## config.mk

```make
export PLATFORM = sky130hd
export DESIGN_NAME = switch_debouncer
export DESIGN_NICKNAME = d
export VERILOG_FILES = /design/src/rtl/switch_debouncer_pkg.sv /design/src/rtl/debounce_channel.sv /design/src/rtl/switch_debouncer.sv
export SDC_FILE = /design/constraint.sdc
export NUM_CORES = 1
export LEC_CHECK = 0
export ABC_AREA = 1
export CORE_MARGIN = 2
export CORE_UTILIZATION = 48
export CTS_CLUSTER_DIAMETER = 40
export CTS_CLUSTER_SIZE = 28
export DETAILED_ROUTE_END_ITERATION = 6
export PLACE_DENSITY = 0.71
export SYNTH_ARGS = -nofsm -noshare
export SYNTH_HDL_FRONTEND = slang
export SYNTH_HIERARCHICAL = 1
export SYNTH_SLANG_ARGS = --single-unit
```

## constraint.sdc

```tcl
create_clock -name CLOCK_50 -period 2.1 [get_ports CLOCK_50]
set_input_delay 0.315 -clock CLOCK_50 [delete_from_list [all_inputs] [get_ports CLOCK_50]]
set_output_delay 0.315 -clock CLOCK_50 [all_outputs]
set_load 0.05 [all_outputs]
```

## src/rtl/switch_debouncer_pkg.sv

```systemverilog
// Shared definitions for the switch debouncer: channel FSM encoding,
// counter width and the default hold time.
package switch_debouncer_pkg;

    localparam int CNT_W                   = 20;
    localparam int DEFAULT_DEBOUNCE_CYCLES = 500000;

    typedef enum logic [1:0] {
        STABLE_LOW  = 2'b00,
        WAIT_HIGH   = 2'b01,
        STABLE_HIGH = 2'b10,
        WAIT_LOW    = 2'b11
    } db_state_t;

    // Debounced level implied by a channel state.
    function automatic logic state_level(input db_state_t st);
        return (st == STABLE_HIGH) || (st == WAIT_LOW);
    endfunction

endpackage

```

## src/rtl/debounce_channel.sv

```systemverilog
// One debounced switch channel: 2-flop synchronizer, four-state hold FSM,
// registered level and one-cycle edge pulses.
module debounce_channel
    import switch_debouncer_pkg::*;
#(
    parameter int DEBOUNCE_CYCLES = DEFAULT_DEBOUNCE_CYCLES
) (
    input  logic clk,
    input  logic rst_n,
    input  logic raw,
    output logic db,
    output logic rise,
    output logic fall,
    output logic toggle_next,
    output logic [1:0] state
);

    localparam logic [CNT_W-1:0] LAST = CNT_W'(DEBOUNCE_CYCLES - 1);

    logic             sync1;
    logic             sync2;
    db_state_t        st;
    logic [CNT_W-1:0] count;
    logic             level_next;

    // The pulse is emitted in the same cycle db takes its new value, so the
    // top level can register its OR from toggle_next to line up with it.
    always_comb begin
        level_next  = state_level(st);
        toggle_next = level_next ^ db;
        state       = st;
    end

    always_ff @(posedge clk) begin
        if (!rst_n) begin
            sync1 <= 1'b0;
            sync2 <= 1'b0;
            st    <= STABLE_LOW;
            count <= '0;
            db    <= 1'b0;
            rise  <= 1'b0;
            fall  <= 1'b0;
        end else begin
            sync1 <= raw;
            sync2 <= sync1;
            db    <= level_next;
            rise  <= level_next & ~db;
            fall  <= ~level_next & db;
            case (st)
                STABLE_LOW: begin
                    if (sync2) begin
                        st    <= WAIT_HIGH;
                        count <= '0;
                    end
                end
                WAIT_HIGH: begin
                    if (!sync2) begin
                        st    <= STABLE_LOW;
                        count <= '0;
                    end else if (count == LAST) begin
                        st    <= STABLE_HIGH;
                        count <= '0;
                    end else begin
                        count <= count + 1'b1;
                    end
                end
                STABLE_HIGH: begin
                    if (!sync2) begin
                        st    <= WAIT_LOW;
                        count <= '0;
                    end
                end
                WAIT_LOW: begin
                    if (sync2) begin
                        st    <= STABLE_HIGH;
                        count <= '0;
                    end else if (count == LAST) begin
                        st    <= STABLE_LOW;
                        count <= '0;
                    end else begin
                        count <= count + 1'b1;
                    end
                end
                default: begin
                    st    <= STABLE_LOW;
                    count <= '0;
                end
            endcase
        end
    end

endmodule

```

## src/rtl/switch_debouncer.sv

```systemverilog
// Multi-channel slide-switch debouncer: one debounce_channel per switch and a
// single registered "any channel changed" flag.
module switch_debouncer
    import switch_debouncer_pkg::*;
#(
    parameter int WIDTH           = 6,
    parameter int DEBOUNCE_CYCLES = DEFAULT_DEBOUNCE_CYCLES
) (
    input  logic             CLOCK_50,
    input  logic             RESET_N,
    input  logic [WIDTH-1:0] SW,
    output logic [WIDTH-1:0] SW_DB,
    output logic [WIDTH-1:0] SW_RISE,
    output logic [WIDTH-1:0] SW_FALL,
    output logic             SW_CHANGED,
    output logic [2*WIDTH-1:0] chan_state
);

    logic [WIDTH-1:0] toggle_next;

    for (genvar i = 0; i < WIDTH; i++) begin : g_chan
        debounce_channel #(
            .DEBOUNCE_CYCLES(DEBOUNCE_CYCLES)
        ) u_chan (
            .clk        (CLOCK_50),
            .rst_n      (RESET_N),
            .raw        (SW[i]),
            .db         (SW_DB[i]),
            .rise       (SW_RISE[i]),
            .fall       (SW_FALL[i]),
            .toggle_next(toggle_next[i]),
            .state      (chan_state[2*i +: 2])
        );
    end

    always_ff @(posedge CLOCK_50) begin
        if (!RESET_N) begin
            SW_CHANGED <= 1'b0;
        end else begin
            SW_CHANGED <= |toggle_next;
        end
    end

endmodule

```

==> run_results.csv, run 1 <==
group,metric,value,unit
clock_tree,cts_resized,0,
clock_tree,numCtsBuffers,17,
setup_path,arrival,1720,ps
floorplan,initial_core_util,0.488,
power_and_ir_drop,leakage,4.07,nW
synthesis,syn_nets,1517,
floorplan,row_count,51,
global_route,grt_pass1_wl,35.3,mm
sta,rsz0062_at_grt,"no",
place,place.gp.congestion,0.899,
finish,design_area,0.0106,sq mm
setup_path,cp_slowest_cell,"clkdlybuf4s50_1",
routing,wirelength,20.7,mm
setup_path,critPathRequiredTime,1780,ps
finish,drive_gt1_frac,0.0767,
sta,setup_viol,0,
floorplan,die_h,145,microns
sta,post-route-min-period,2030,ps
place,dp_hpwl,14.6,mm
routing,drcViolationCount,0,
routing,ant_nets,0,
sta,finalCritPeriodShare,0.969,
finish,register_area,0.00326,sq mm
finish,area_growth,11.5,%
worst_hold_path,min_path_type,"input port to flop",
setup_path,startpoint_type,"flop",
sta,fin_skew,8.73,ps
job,drv_cap,0,
synthesis,synth_top_area_cell,"dfxtp_1",
routing,wl_per_cell,11.6,microns
sta,fmax,491,MHz
clock_tree,cts_setup_buffers,0,
clock_tree,clkTransAtPathRegs,70,ps
synthesis,ys.flop_type,"dfxtp_1",
synthesis,async_flop_share,0,
floorplan,io_pins,39,
place,port_buffers,38,
clock_tree,hold_buffers,0,
synthesis,netlist_area,0.00950,sq mm
global_route,grt_max_degree,37,
clock_tree,clock-sinks,163,
setup_path,crit_buf_inv,1,
finish,fillers,1897,
setup_path,crit_path_end_kind,"primary output",
global_route,first_global_vias,7974,
routing,viasPerCell,4.90,
global_route,antenna_found_initial,0,
sta,hold_viol_final,0,
synthesis,ys_seq_area_frac,0.343,
setup_path,cp_max_fo,5,
power_and_ir_drop,vdd_drop_max,0.533,mV
routing,dr.first_iter.drc_count,451,
synthesis,synth_commonest_cells,"nand2_1 (474), inv_1 (205), nor2_1 (196)",
floorplan,die_x,145,microns
synthesis,synthTopCellsByArea,"dfxtp_1 (34%), nand2_1 (19%), inv_1 (8.1%), nor2_1 (7.7%), a21oi_1 (4.8%)",
floorplan,die_area,0.0209,sq mm
synthesis,synth_top_area_frac,0.343,
finish,multi_input_area,0.00515,sq mm
setup_path,cp_cell_sequence,"clkdlybuf4s50_1",
clock_tree,cts_tree,"yes",
clock_tree,cts_root_buffer,"clkbuf_16",
finish,diodes,0,
synthesis,ys_warn_count,6,
run_status,outcome,"complete, no violations",
place,dpl_cell_area,0.00997,sq mm
clock_tree,h-tree-depth,4,
setup_path,crit_family,"buffers and inverters",
finish,nets,1539,
sta,slew_viol_final,0,
synthesis,synth_edf_count,0,
routing,vias,8776,
synthesis,syn_inst,1491,
setup_path,critPathKind,"flop to primary output",
synthesis,synth.most_common_cell,"nand2_1",
power_and_ir_drop,pwr_density_cell,708,mW/mm^2
synthesis,synth.distinct_cells,35,
synthesis,synth.avg_cell_area,6.37,sq um
synthesis,ys_ff_latch,163,
floorplan,core_area,0.0195,sq mm
sta,tns,0,ps
clock_tree,clock_path_buffers,2,
clock_tree,insertion_delay,430,ps
routing,first_pass_iters,5,
global_route,grtUsageTotal,0.205,
sta,tightest_slew,618,ps
sta,maxSlewHeadroom,0.588,
global_route,grt.overflow.total,0,
setup_path,crit_path_max_incr_delay,860,ps
## sequential cells by signal, summed over array words and instances (netlist names), named ones only
register / flops
g_chan.u_chan/db: 6
g_chan.u_chan/fall: 6
g_chan.u_chan/sync2: 6
g_chan.u_chan/sync1: 6
g_chan.u_chan/state: 6
SW_CHANGED: 1
g_chan.u_chan/rise: 6
g_chan.u_chan/count: 120
## cell type report
type | instances | share of cell area
Tap cell | 265 | 0.0313
Sequential cell | 163 | 0.308
Clock inverter | 13 | 0.0164
Clock buffer | 19 | 0.0418
Inverter | 214 | 0.0772
Timing Repair Buffer | 42 | 0.0390
Multi-Input combinational cell | 1075 | 0.486
## final timing paths
kind / endpoint / slack, ps / start / cells past startpoint
worst max-delay path: chan_state[2] / 70 / g_chan[1].u_chan/state[0] / 1
worst min-delay path: g_chan[5].u_chan/count[2] / 350 / RESET_N / 3
worst max register to register: g_chan[5].u_chan/count[2] / 390 / g_chan[5].u_chan/count[1] / 8
worst min register to register: g_chan[1].u_chan/sync2 / 410 / g_chan[1].u_chan/sync1 / 2
## through the flow
step	hold slack, ps	power (W)	setup WS [ps]	std cells	utilization
2_1_floorplan	390	0.00409	515	1491	-
3_3_place_gp	393	0.00432	501	1759	0.512
3_5_place_dp	398	0.00433	379	1759	0.512
4_1_cts	343	0.00761	31.3	1791	0.544
5_1_grt	360	0.00782	7.81	1791	0.544
6_report	351	0.00750	65.1	1791	0.544
## kinds of logic (layout without fill, tap and decap cells)
family,count (synthesis),after routing,share of synthesized area
simple gates,859,859,0.392
flops,163,163,0.343
buf+inv,253,288,0.115
xor+xnor,31,31,0.0294
fa+ha+maj,18,18,0.0237
compound gates,167,167,0.0972
## layer usage
metal / track usage / up-vias / share of wire
li1: - / 4684 / -
met1: 0.259 / 3950 / 0.49
met2: 0.356 / 122 / 0.47
met3: 0.0408 / 20 / 0.032
met4: 0.0557 / 0 / 0.012
met5: 0 / - / 0
## where the power goes
part	leakage [nW]	internal [W]	switching, W
combinational	2.46	0.000268	0.000732
clock	0.291	0.00192	0.00133
sequential	1.32	0.00317	0.0000722
total	4.07	0.00536	0.00213
## layout by cell type (no fill, tap or decap), types with 3 or more instances in the layout
| cell | synthesis | final |
|---|---|---|
| xor2_1 | 17 | 17 |
| clkbuf_16 | 0 | 17 |
| nand2_1 | 474 | 474 |
| inv_1 | 205 | 205 |
| inv_4 | 4 | 4 |
| nand3_1 | 71 | 71 |
| a21oi_1 | 92 | 92 |
| nor3_1 | 11 | 11 |
| xnor2_1 | 13 | 13 |
| bufinv_16 | 0 | 3 |
| nand2_2 | 20 | 20 |
| inv_6 | 0 | 4 |
| nand3_2 | 9 | 9 |
| nor2_2 | 8 | 8 |
| clkinvlp_4 | 0 | 3 |
| nand2_4 | 4 | 4 |
| o21ai_0 | 48 | 48 |
| clkdlybuf4s50_1 | 0 | 35 |
| a21oi_2 | 18 | 18 |
| clkinv_2 | 4 | 4 |
| o21a_1 | 5 | 5 |
| and2_1 | 8 | 8 |
| ha_1 | 18 | 18 |
| nand3b_1 | 5 | 5 |
| buf_4 | 4 | 5 |
| nor2_1 | 196 | 196 |
| dfxtp_1 | 163 | 163 |
| clkinv_4 | 0 | 3 |
| nand4_1 | 41 | 41 |
| nor2_4 | 11 | 11 |
Note: power is estimated with default switching activity, not from simulation.
==> inputs of run 2 (changes only) <==
==> constraint.sdc (replaced) <==
create_clock -name CLOCK_50 -period 2.1 [get_ports CLOCK_50]
set_input_delay 0.315 -clock CLOCK_50 [delete_from_list [all_inputs] [get_ports CLOCK_50]]
set_output_delay 0.315 -clock CLOCK_50 [all_outputs]
set_load 0.01 [all_outputs]
==> run_results.csv, run 2 (synthesis results as in run 1) <==
group,metric,value,unit
global_route,grt_max_degree,31,
sta,maxSlewHeadroom,0.572,
floorplan,core_area,0.0195,sq mm
routing,wirelength,20.9,mm
floorplan,die_x,145,microns
place,dp_hpwl,14.6,mm
place,place.gp.congestion,0.882,
power_and_ir_drop,intPower,0.00509,W
sta,slew_viol_final,0,
floorplan,initial_core_util,0.488,
sta,rsz0062_at_grt,"no",
power_and_ir_drop,combPwrFrac,0.115,
sta,hold_viol_final,0,
routing,viasPerCell,4.91,
sta,setup_viol,0,
finish,nets,1540,
setup_path,crit_path_max_incr_delay,590,ps
clock_tree,h-tree-depth,4,
worst_hold_path,min_path_type,"input port to flop",
setup_path,startpoint_type,"flop",
finish,mostFrequentLayoutCell,"nand2_1",
setup_path,cp_slowest_cell,"clkdlybuf4s50_1",
run_status,outcome,"complete, no violations",
finish,largest_reg_flops,120,
floorplan,die_h,145,microns
clock_tree,cts_tree,"yes",
finish,final_cell_mix,"nand2_1 (474), inv_1 (205), nor2_1 (196)",
setup_path,cp_cell_sequence,"clkdlybuf4s50_1",
finish,multi_input_area,0.00515,sq mm
global_route,grt_pass1_wl,35.3,mm
clock_tree,clkTransAtPathRegs,70,ps
finish,drive_gt1_frac,0.0766,
setup_path,crit_path_end_kind,"primary output",
setup_path,crit_buf_inv,1,
global_route,grt.overflow.total,0,
floorplan,io_pins,39,
power_and_ir_drop,clkPwrFrac,0.426,
setup_path,arrival,1500,ps
clock_tree,clock_path_buffers,2,
job,drv_cap,0,
finish,diodes,0,
routing,drcViolationCount,0,
place,port_buffers,38,
routing,ant_nets,0,
sta,finalCritPeriodShare,0.864,
clock_tree,cts_resized,0,
finish,register_area,0.00326,sq mm
floorplan,row_count,51,
global_route,grtUsageTotal,0.207,
routing,wl_per_cell,11.7,microns
power_and_ir_drop,p_sw_frac,0.280,
power_and_ir_drop,p_seq_frac,0.459,
sta,fin_skew,10.4,ps
sta,tns,0,ps
sta,tightest_slew,641,ps
finish,fillers,1954,
power_and_ir_drop,power,0.00707,W
setup_path,cp_max_fo,6,
sta,fmax,551,MHz
global_route,first_global_vias,7775,
clock_tree,numCtsBuffers,17,
setup_path,critPathRequiredTime,1780,ps
power_and_ir_drop,vdd_drop_max,0.504,mV
finish,layout.cells.non_filler,1792,
routing,dr.first_iter.drc_count,505,
place,dp.cells,1760,
power_and_ir_drop,p_switching,0.00198,W
clock_tree,hold_buffers,0,
setup_path,critPathKind,"flop to primary output",
clock_tree,clock-sinks,163,
routing,first_pass_iters,5,
floorplan,die_area,0.0209,sq mm
global_route,antenna_found_initial,0,
setup_path,crit_family,"buffers and inverters",
clock_tree,cts_setup_buffers,0,
power_and_ir_drop,pwr_density_cell,671,mW/mm^2
power_and_ir_drop,leakage,4.01,nW
finish,area_growth,10.9,%
clock_tree,insertion_delay,440,ps
clock_tree,cts_root_buffer,"clkbuf_16",
sta,post-route-min-period,1810,ps
finish,top_register,"g_chan.u_chan/count",
routing,vias,8803,
-- run 2: changes by cell type in the layout (fill, tap and decap cells not counted) --
cell,before,now
buf_4,5,6
clkinv_4,3,4
clkbuf_1,1,2
bufinv_16,3,1
dlymetal6s2s_1,2,0
clkinv_2,4,5
clkbuf_8,1,0
clkdlybuf4s50_1,35,37
-- run 2: power groups by stage --
stage | Combinational (W) | Sequential [W] | Clock, W
after floorplan | 0.000563 | 0.00333 | 0
after global placement | 0.000811 | 0.00332 | 0
after detailed placement | 0.000824 | 0.00332 | 0
after CTS | 0.000828 | 0.00325 | 0.00310
after global routing | 0.000903 | 0.00326 | 0.00323
final | 0.000814 | 0.00325 | 0.00301
-- run 2: worst register-to-register path, cell delays in order, from the launching register on --
cell	delay, ps
dfxtp_1	380
ha_1	210
nand2_1	90
nor2_2	200
nand3_1	130
o21ai_0	370
o21ai_0	140
nand2_1	70
inv_1	30
-- run 2: routing by layer --
layer / share of wire / global-route usage
met2: 0.46 / 0.344
met1: 0.48 / 0.269
met3: 0.034 / 0.0329
met4: 0.019 / 0.0823
met5: 0 / 0
-- run 2: through the flow --
stage                     area, sq um  utilization  setup WS, ps  hold slack [ps]
final                           10500        0.542           286              321
after global routing            10500        0.542           128              337
after CTS                       10500        0.542           273              312
after detailed placement         9980        0.513           388              401
after global placement           9980        0.513           475              393
after floorplan                  9500            -           614              390
-- run 2: final timing paths --
| path | startpoint | endpoint | slack, ps | cells past startpoint |
|---|---|---|---|---|
| setup / recovery | flop | chan_state[3] | 290 | 1 |
| hold / removal | RESET_N | g_chan[0].u_chan/count[15] | 320 | 3 |
| setup reg to reg | g_chan[5].u_chan/count[1] | g_chan[5].u_chan/count[2] | 390 | 8 |
| hold reg to reg | g_chan[2].u_chan/sync1 | g_chan[2].u_chan/sync2 | 410 | 2 |
-- run 2: cell type report --
class,instances,share of cell area
Timing Repair Buffer,43,0.0394
Tap cell,265,0.0315
Inverter,214,0.0776
Clock buffer,19,0.0411
Sequential cell,163,0.310
Multi-Input combinational cell,1075,0.489
Clock inverter,13,0.0121
==> inputs of run 3 (changes only) <==
--- a/config.mk
+++ b/config.mk
@@ -6,6 +6,7 @@
 export NUM_CORES = 1
 export LEC_CHECK = 0
 export ABC_AREA = 1
+export ABC_CLOCK_PERIOD_IN_PS = 2100
 export CORE_MARGIN = 2
 export CORE_UTILIZATION = 48
 export CTS_CLUSTER_DIAMETER = 40
==> results of run 3 <==
Same layout as run 2: the final DEF is identical, and so are final timing and power.
